### src/rtl/instr_fetch.sv
// Instruction fetch unit. It issues in-order memory requests from a fetch PC
// and buffers the responses in a small prefetch FIFO that feeds the IF/ID
// register. A redirect flushes the buffer, and the responses still in flight
// from the old path are discarded as they arrive. Halt stops new requests and
// lets the outstanding responses drain before the unit parks in HALTED.
module instr_fetch #(
   parameter int                    ADDR_WIDTH  = 32,
   parameter int                    INSTR_WIDTH = 32,
   parameter int                    FIFO_DEPTH  = 2,
   parameter logic [ADDR_WIDTH-1:0] RESET_PC    = '0
) (
   input  logic                   clk_87,
   input  logic                   rst_n_87,
   output logic                   imem_req_87,
   output logic [ADDR_WIDTH-1:0]  imem_addr_87,
   input  logic                   imem_gnt_87,
   input  logic                   imem_rvalid_87,
   input  logic [INSTR_WIDTH-1:0] imem_rdata_87,
   input  logic                   stall_87,
   input  logic                   redirect_87,
   input  logic [ADDR_WIDTH-1:0]  redirect_pc_87,
   input  logic                   halt_87,
   output logic [INSTR_WIDTH-1:0] instr_87,
   output logic [ADDR_WIDTH-1:0]  pc_87,
   output logic                   halted_87
);

   localparam int            PW      = (FIFO_DEPTH > 1) ? $clog2(FIFO_DEPTH) : 1;
   localparam int            CW      = PW + 1;
   localparam logic [CW:0]   DEPTH_C = (CW + 1)'(FIFO_DEPTH);

   typedef enum logic [1:0] {S_RUN, S_DRAIN, S_HALTED} state_t;

   state_t                 state;
   logic [ADDR_WIDTH-1:0]  fpc;
   logic [ADDR_WIDTH-1:0]  rpc;
   logic [CW-1:0]          fcount;
   logic [CW-1:0]          outst;
   logic [CW-1:0]          disc;
   logic [PW-1:0]          wr_ptr;
   logic [PW-1:0]          rd_ptr;
   logic [INSTR_WIDTH-1:0] fifo_instr [FIFO_DEPTH];
   logic [ADDR_WIDTH-1:0]  fifo_pc    [FIFO_DEPTH];

   logic                   redir;
   logic                   fire;
   logic                   push;
   logic                   pop;
   logic [CW:0]            occ;

   // Redirects are dead once halted; a granted request advances the fetch PC.
   // A response is buffered only if it belongs to the current path.
   assign redir = redirect_87 && (state != S_HALTED);
   assign occ   = {1'b0, fcount} + {1'b0, outst};
   assign fire  = imem_req_87 && imem_gnt_87;
   assign push  = imem_rvalid_87 && (disc == '0) && !redir;
   assign pop   = !redir && !stall_87 && (fcount != '0);

   // Requests only while running, never during a redirect, and only when every
   // in-flight response is guaranteed a FIFO slot.
   assign imem_req_87  = rst_n_87 && (state == S_RUN) && !redirect_87 && (occ < DEPTH_C);
   assign imem_addr_87 = fpc;

   // Fetch PC and the PC of the next response expected on the current path.
   always_ff @(posedge clk_87 or negedge rst_n_87) begin
      if (!rst_n_87) begin
         fpc <= RESET_PC;
         rpc <= RESET_PC;
      end else if (redir) begin
         fpc <= redirect_pc_87;
         rpc <= redirect_pc_87;
      end else begin
         if (fire) fpc <= fpc + ADDR_WIDTH'(4);
         if (push) rpc <= rpc + ADDR_WIDTH'(4);
      end
   end

   // Outstanding-request and discard counters; on a redirect everything still
   // in flight after this cycle's response becomes stale.
   always_ff @(posedge clk_87 or negedge rst_n_87) begin
      if (!rst_n_87) begin
         outst <= '0;
         disc  <= '0;
      end else begin
         outst <= outst + CW'(fire) - CW'(imem_rvalid_87);
         if (redir)
            disc <= outst - CW'(imem_rvalid_87);
         else if (imem_rvalid_87 && (disc != '0))
            disc <= disc - CW'(1);
      end
   end

   // Prefetch FIFO pointers and occupancy; a redirect empties it.
   always_ff @(posedge clk_87 or negedge rst_n_87) begin
      if (!rst_n_87) begin
         wr_ptr <= '0;
         rd_ptr <= '0;
         fcount <= '0;
      end else if (redir) begin
         wr_ptr <= '0;
         rd_ptr <= '0;
         fcount <= '0;
      end else begin
         if (push) wr_ptr <= wr_ptr + PW'(1);
         if (pop)  rd_ptr <= rd_ptr + PW'(1);
         fcount <= fcount + CW'(push) - CW'(pop);
      end
   end

   // FIFO storage: instruction paired with the PC+4 it was fetched from.
   always_ff @(posedge clk_87) begin
      if (push) begin
         fifo_instr[wr_ptr] <= imem_rdata_87;
         fifo_pc[wr_ptr]    <= rpc + ADDR_WIDTH'(4);
      end
   end

   // IF/ID register: redirect loads a NOP, stall holds, otherwise pop or NOP.
   always_ff @(posedge clk_87 or negedge rst_n_87) begin
      if (!rst_n_87) begin
         instr_87 <= '0;
         pc_87    <= '0;
      end else if (redir) begin
         instr_87 <= '0;
         pc_87    <= '0;
      end else if (!stall_87) begin
         if (pop) begin
            instr_87 <= fifo_instr[rd_ptr];
            pc_87    <= fifo_pc[rd_ptr];
         end else begin
            instr_87 <= '0;
            pc_87    <= '0;
         end
      end
   end

   // Run/drain/halted sequencing with a registered halted flag.
   always_ff @(posedge clk_87 or negedge rst_n_87) begin
      if (!rst_n_87) begin
         state     <= S_RUN;
         halted_87 <= 1'b0;
      end else begin
         case (state)
            S_RUN: begin
               if (halt_87) state <= S_DRAIN;
            end
            S_DRAIN: begin
               if (outst == '0) begin
                  state     <= S_HALTED;
                  halted_87 <= 1'b1;
               end
            end
            default: begin
               state     <= S_HALTED;
               halted_87 <= 1'b1;
            end
         endcase
      end
   end

endmodule
### config.mk
export PLATFORM = sky130hd
export DESIGN_NAME = instr_fetch
export DESIGN_NICKNAME = d
export VERILOG_FILES = /design/src/rtl/instr_fetch.sv
export SDC_FILE = /design/constraint.sdc
export NUM_CORES = 1
export LEC_CHECK = 0
export CAP_MARGIN = 20
export CORE_UTILIZATION = 60
export DETAILED_ROUTE_END_ITERATION = 10
export DONT_BUFFER_PORTS = 1
export HOLD_SLACK_MARGIN = 0.15
export PLACE_DENSITY = 0.76
export SYNTH_ARGS = -nofsm -noshare
export SYNTH_HDL_FRONTEND = slang
export SYNTH_SLANG_ARGS = --single-unit
### constraint.sdc
create_clock -name clk_87 -period 5.5 [get_ports clk_87]
set_clock_uncertainty 0.05 [all_clocks]
set_input_delay 0.275 -clock clk_87 [delete_from_list [all_inputs] [get_ports clk_87]]
set_output_delay 0.275 -clock clk_87 [all_outputs]
set_load 0.005 [all_outputs]
Word-level counts from Yosys, hierarchy flattened:

Memory sizes are Yosys's and may differ from the RTL's.
Index checks and enable logic that the tools add are counted.

* register bits: 139
* input bits: 71
* logic and storage cells: 79
* output and inout bits: 98
* memories: 2
* memory bits (writable): 128

Memories
* fifo_instr: depth 2, bits a word 32, read ports 1, clocked after memory_dff 0, wr ports 1, line 42 `logic [INSTR_WIDTH-1:0] fifo_instr [FIFO_DEPTH];`
* fifo_pc: depth 2, bits a word 32, read ports 1, clocked after memory_dff 0, wr ports 1, line 43 `logic [ADDR_WIDTH-1:0] fifo_pc [FIFO_DEPTH];`

* eq/ne operators: 5
* $lt $le $gt $ge: 1
* $add $sub $neg: 11
* muxes and demuxes: 24
* reduce and logical (&&, ||, !) cells: 24
* bitwise logic cells: 1

Operator list (count)
* $mux W32: 10
* $add A32 B3 Y32 const B: 2
* $reduce_bool A2 Y1: 6
* $logic_and A1 B1 Y1: 10
* $mux W2: 5
* $mux W1: 7
* $logic_not A2 Y1: 3
* $ne A2 B2 Y1 const B: 3
* $sub A2 B1 Y2: 3
* $add A2 B1 Y2: 2
* $pmux W2 S2: 1
* $reduce_and A2 Y1: 2
* $add A2 B2 Y3: 1
* $logic_not A1 Y1: 3
* $lt A3 B2 Y1 const B: 1
* $add A1 B1 Y1 const B: 2
* $eq A2 B1 Y1 const B: 1
* $ne A2 B1 Y1 const B: 1
* $pmux W1 S2: 1
* $sub A2 B1 Y2 const B: 1
* $not A1 Y1: 1

Logic depth before layout (Yosys ltp):

* depth after elaboration: 8
* mapped depth: 13
* mapped depth without buffers: 10

Worst setup path before layout:

No wires, ideal clock.

* kind: reg2reg
* start: reg state[0]
* end: mem fifo_instr[0][0], enable pin
* cell stages (with the launch flop): 7
* arrival time: 4.004 ns
* path slack: 0.960 ns
* setup time: 0.486 ns
* clock period less this slack: 4.540 ns
* data required time: 4.964 ns
* cells stage by stage: dfrtp_1 -> nand2b_1 -> buf_2 -> nand2_1 -> clkbuf_1 -> nand2_1 -> nor2_1

* longest elaborated chain between the ends: 6

Ends and longest elaborated chain
* start, declared: line 34 `state_t state;`
* start signal, assigned: line 140 `state <= S_RUN;`
* start signal, assigned: line 145 `if (halt_87) state <= S_DRAIN;`
* start signal, assigned: line 149 `state <= S_HALTED;`
* $ne A2 B2 Y1: line 53 `assign redir = redirect_87 && (state != S_HALTED);`
* $logic_and A1 B1 Y1: line 53
* $logic_not A1 Y1: line 56 `assign push = imem_rvalid_87 && (disc == '0) && !redir;`
* $logic_and A1 B1 Y1: line 56
* $mux W1: line 112 `if (push) begin`
* $mux W1 (implied by the code): line 113 `fifo_instr[wr_ptr] <= imem_rdata_87;`
* end, declared: line 42

Every way passes these cells.

Worst setup path after layout:

* start: reg state[0]
* end: mem fifo_pc[1][21], enable pin

* longest elaborated chain between the ends: 6

Ends and longest elaborated chain
* $ne A2 B2 Y1: line 53
* $logic_and A1 B1 Y1: line 53
* $logic_not A1 Y1: line 56
* $logic_and A1 B1 Y1: line 56
* $mux W1: line 112
* $mux W1 (implied by the code): line 114 `fifo_pc[wr_ptr] <= rpc + ADDR_WIDTH'(4);`
* end, declared: line 43

Every way passes these cells.

==> impl_summary.txt <==
----------------------------------------------------
[Floorplan]
  Die Height ... 142.0 um
  Initial core utilization ... 0.6201
  Die Outline Area ... 0.02015 mm2
  Core Rows ... 50
  Std-Cell Core Area ... 0.01896 mm2
  Die width ... 142.0 um
  Number of top-level design ports ... around 170

[Timing]
  Worst Max-Slew Pin Slew ... 1.093 ns
  Minimum setup slack in the final design ... 1.707 ns
  Min Tclk post-route ... 3.793 ns
  Unrepaired setup endpoints after global routing ... false
  Hold Fails Final Rpt ... 0
  Period utilisation layout ... 0.6896
  Max Clock Freq ... approximately 260 MHz
  Max Slew Vio Count ... 0
  Final sum of negative setup slack ... 0 ns
  Smallest hold slack ... between 0.15 and 0.2 ns
  Final setup violating endpoints ... 0
  Remaining max-slew budget at the tightest pin ... 0.2715

[Route]
  Number of vias after detailed routing ... slightly above 8000
  Final wirelength ... 26960 um
  Number of antenna-violating nets in the routed design ... 0
  Via count normalized by instance count ... 6.387
  Number of detailed-routing iterations run before antenna repair ... 5
  Final routed DRC violation total ... 0
  Number of DRC markers in iteration 0 ... 722
  Routed WL per cell ... 21.39 um

[Final layout]
  Layout-stage area growth over the synthesis result ... 14.88%
  Total of fill cells in the finished design ... 1298
  Number of nets at the end of the flow ... ~1100
  Ratio of cells with drive above 1 in the final layout ... 0.07028
  Multi-input gate area in the final layout ... a little over 0.004 mm2
  Combined flip-flop and latch cell area ... 0.007326 mm2

[Setup path]
  Element type at the critical path end ... flip-flop
  Library cell contributing the largest single delay on the critical path ... sky130_fd_sc_hd__buf_4
  Ordered list of cells on the worst path ... nand2b_1, nand2_2, buf_4, and3_2, buf_4
  Maximum single-stage delay on the critical path ... slightly below 0.8 ns
  Worst path bufs/invs ... 2
  Data arrival time at the worst-slack endpoint ... 3.90 ns
  Depth of the worst register-to-register path ... 5
  Cell depth of the worst setup path ... 5
  Biggest fanout along the worst timing path ... 97
  Critical Path Source Type ... flip-flop
  Req. time, crit path ... roughly 5.6 ns
  Critical path type ... reg2reg
  Cell seen most often among critical-path stages ... sky130_fd_sc_hd__buf_4
  Cell type group with the largest total delay on the critical path ... buffers and inverters

[Clock tree]
  CTS tree ... built
  Clk Latency, worst-skew pair ... approximately 0.53 ns
  Maximum buffer depth of the clock tree ... 3
  Clock buffers created by TritonCTS ... 27
  Clock Tree Root ... sky130_fd_sc_hd__clkbuf_16
  Clock transition at the register clock pins on the worst setup and hold paths after CTS ... around 0.060 ns
  H-tree level count ... 1
  # Post-CTS Setup Buffers ... 0
  Number of sinks handled by clock tree synthesis ... 267

[GRT]
  Global route total overflow ... 0
  First-pass GRT wire length ... about 43000 um
  Total routing resource utilization after global routing ... 0.2736
  Number of global-route vias before repair ... 8191
  Antenna violations before repair ... 4
  Largest net degree at the start of global routing ... 140

[Placement]
  IO Port Bufs ... 0
  HPWL reported at the end of detailed placement ... 16610 um
  Final weighted congestion in routability-driven placement ... 0.8834
  Worst Setup Slack post-DPL ... 1.842 ns

[Synthesis]
  Number of enable flip-flop cells after synthesis ... 128
  Share of the yosys chip area belonging to registers ... 0.6230
  Mapped Nets ... 1000
  Per-instance average area after synthesis ... 12.78 um2
  Library cells used by synthesis ... 59
  Main synth FF type ... sky130_fd_sc_hd__dfrtp_1
  Proportion of register bits with asynchronous set or reset after synthesis ... 0.5206
  Post-synthesis instance total ... between 900 and 1000
  Netlist area before placement ... 0.01175 mm2
  Synthesized flop and latch total ... 267
  Ys Warns ... 0

[Worst hold path]
  Cell depth of the worst hold path ... 3
  Min-delay worst type ... in2reg

[Power]
  Static power due to leakage ... roughly 5.0 nW
  Highest ir drop seen on vdd ... 308.6 uV
  Power per cell area ... 522.7 mW/mm2
  Tot Pwr ... 0.007058 W

[Outcome]
  Outcome ... complete, no violations

[Run]
  Max-capacitance violation count ... 0

----------------------------------------------------
through the flow:
step,std cells,util,instance area [um2]
finish,1260,0.7123,13500
global route,1259,0.7122,13500
CTS,1254,0.7093,13450
detailed placement,1129,0.6247,11840
global placement,1128,0.6244,11840
floorplan,920,-,11750
where the power goes:
group	switching (W)	internal, W	total (W)
Clock	0.000743	0.000988	0.00173
Sequential	0.000646	0.00277	0.00341
Combinational	0.00111	0.000799	0.00191
Total	0.00250	0.00455	0.00706
synth_stat cells (all sizes together), types with 2 or more instances:
library cell,number,area [um2]
a2111oi,4,35.03
a211oi,4,30.03
a21oi,30,150.1
a31oi,29,181.4
and2,8,50.05
and3,12,75.07
and4,9,80.08
buf,18,92.58
clkbuf,38,202.7
dfrtp,139,3478
edfxtp,128,3844
ha,8,100.1
inv,13,48.80
mux2i,65,650.6
nand2,50,190.2
nand2b,6,37.54
nand3,38,190.2
nand4,33,221.5
nand4b,3,26.28
nor2,43,161.4
nor2b,3,18.77
nor3,16,80.08
nor4,12,75.07
o211ai,18,135.1
o21ai,15,75.07
o2bb2ai,64,560.5
o311ai,3,26.28
o31a,2,17.52
o31ai,10,75.07
or2,4,25.02
or3,12,76.33
or4,15,117.6
or4b,3,30.03
xnor2,30,262.8
xor2,23,201.4
sequential cells by signal, summed over array words and instances (netlist names):
signal        count
disc              2
fcount            2
fifo_instr       64
fifo_pc          64
halted_87         1
imem_addr_87     32
instr_87         32
outst             2
pc_87            32
rd_ptr            1
rpc              32
state             2
wr_ptr            1
cell usage in the layout (no fill, tap or decap), types with 6 or more instances in the layout:
master	netlist	layout
sky130_fd_sc_hd__and3_1	12	11
sky130_fd_sc_hd__dfrtp_1	139	138
sky130_fd_sc_hd__dlygate4sd3_1	0	74
sky130_fd_sc_hd__o31ai_1	10	10
sky130_fd_sc_hd__or4_1	13	13
sky130_fd_sc_hd__xor2_1	23	23
sky130_fd_sc_hd__o2bb2ai_1	64	64
sky130_fd_sc_hd__nand3_1	38	38
sky130_fd_sc_hd__ha_1	8	8
sky130_fd_sc_hd__or3_1	11	11
sky130_fd_sc_hd__edfxtp_1	128	128
sky130_fd_sc_hd__a21oi_1	30	30
sky130_fd_sc_hd__clkbuf_1	32	10
sky130_fd_sc_hd__nor2_1	43	42
sky130_fd_sc_hd__o211ai_1	18	18
sky130_fd_sc_hd__and2_1	7	6
sky130_fd_sc_hd__clkbuf_16	0	27
sky130_fd_sc_hd__xnor2_1	30	30
sky130_fd_sc_hd__a31oi_1	29	29
sky130_fd_sc_hd__inv_1	13	13
sky130_fd_sc_hd__nor4_1	12	11
sky130_fd_sc_hd__nand2_1	49	48
sky130_fd_sc_hd__and4_1	8	8
sky130_fd_sc_hd__nor3_1	16	16
sky130_fd_sc_hd__o21ai_0	15	15
sky130_fd_sc_hd__clkinv_2	0	6
sky130_fd_sc_hd__nand4_1	32	32
sky130_fd_sc_hd__mux2i_1	65	65
cell families (layout without fill, tap and decap cells):
group,count (synthesis),count (layout),share of synthesized area
AOI/OAI and AO/OA,185,185,0.1136
and+or+nand+nor,271,271,0.1283
other,0,4,0
DFF,267,267,0.6230
adders and majority gates,9,9,0.01022
muxes,65,65,0.05535
xor gates and xnor gates,53,53,0.03949
buffers and inverters,70,146,0.03013
metal layers:
layer / part of all wire / wire, um / GRT usage / vias up
li1: - / - / - / 3657
met1: 0.42 / 11260 / 0.3717 / 3993
met2: 0.48 / 12910 / 0.4475 / 356
met3: 0.086 / 2328 / 0.05956 / 42
met4: 0.017 / 453 / 0.07753 / 0
met5: 0 / 0 / 0 / -
area by class of cell:
type / count / share of cell area
flip-flops and latches: 267 / 0.5425
multi-input cells: 583 / 0.3036
repair buffers: 83 / 0.06357
clock buffers: 39 / 0.05486
well taps: 260 / 0.02409
clock inverters: 11 / 0.007042
inverters: 13 / 0.003614
diodes: 4 / 0.0007413
tightest hold or removal path: stages:
cell and delay [ns]:
sky130_fd_sc_hd__nand2_2 0.06, sky130_fd_sc_hd__nand2_1 0.13, sky130_fd_sc_hd__nor2_4 0.09
what timing repair did:
action	4_1_cts	5_1_grt
gates resized for setup	0	0
hold buffers	75	0
endpoints found under the hold margin	273	0
path summary, 6_finish.rpt:
| kind | from | slack (ns) | end |
|---|---|---|---|
| max | state[0]$_DFFE_PN0P_ | 1.71 | fifo_pc[1][21]$_DFFE_PP_ |
| max reg2reg | state[0]$_DFFE_PN0P_ | 1.71 | fifo_pc[1][21]$_DFFE_PP_ |
| min reg2reg | rpc[1]$_DFFE_PN0P_ | 0.43 | fifo_pc[1][1]$_DFFE_PP_ |
| min in group asynchronous | rst_n_87 | 0.37 | pc_87[5]$_DFFE_PN0P_ |
| min | redirect_87 | 0.15 | fifo_pc[0][3]$_DFFE_PP_ |
| max in group asynchronous | rst_n_87 | 4.45 | rd_ptr$_DFFE_PN0P_ |
No activity file was read; power rests on OpenSTA's default activity.
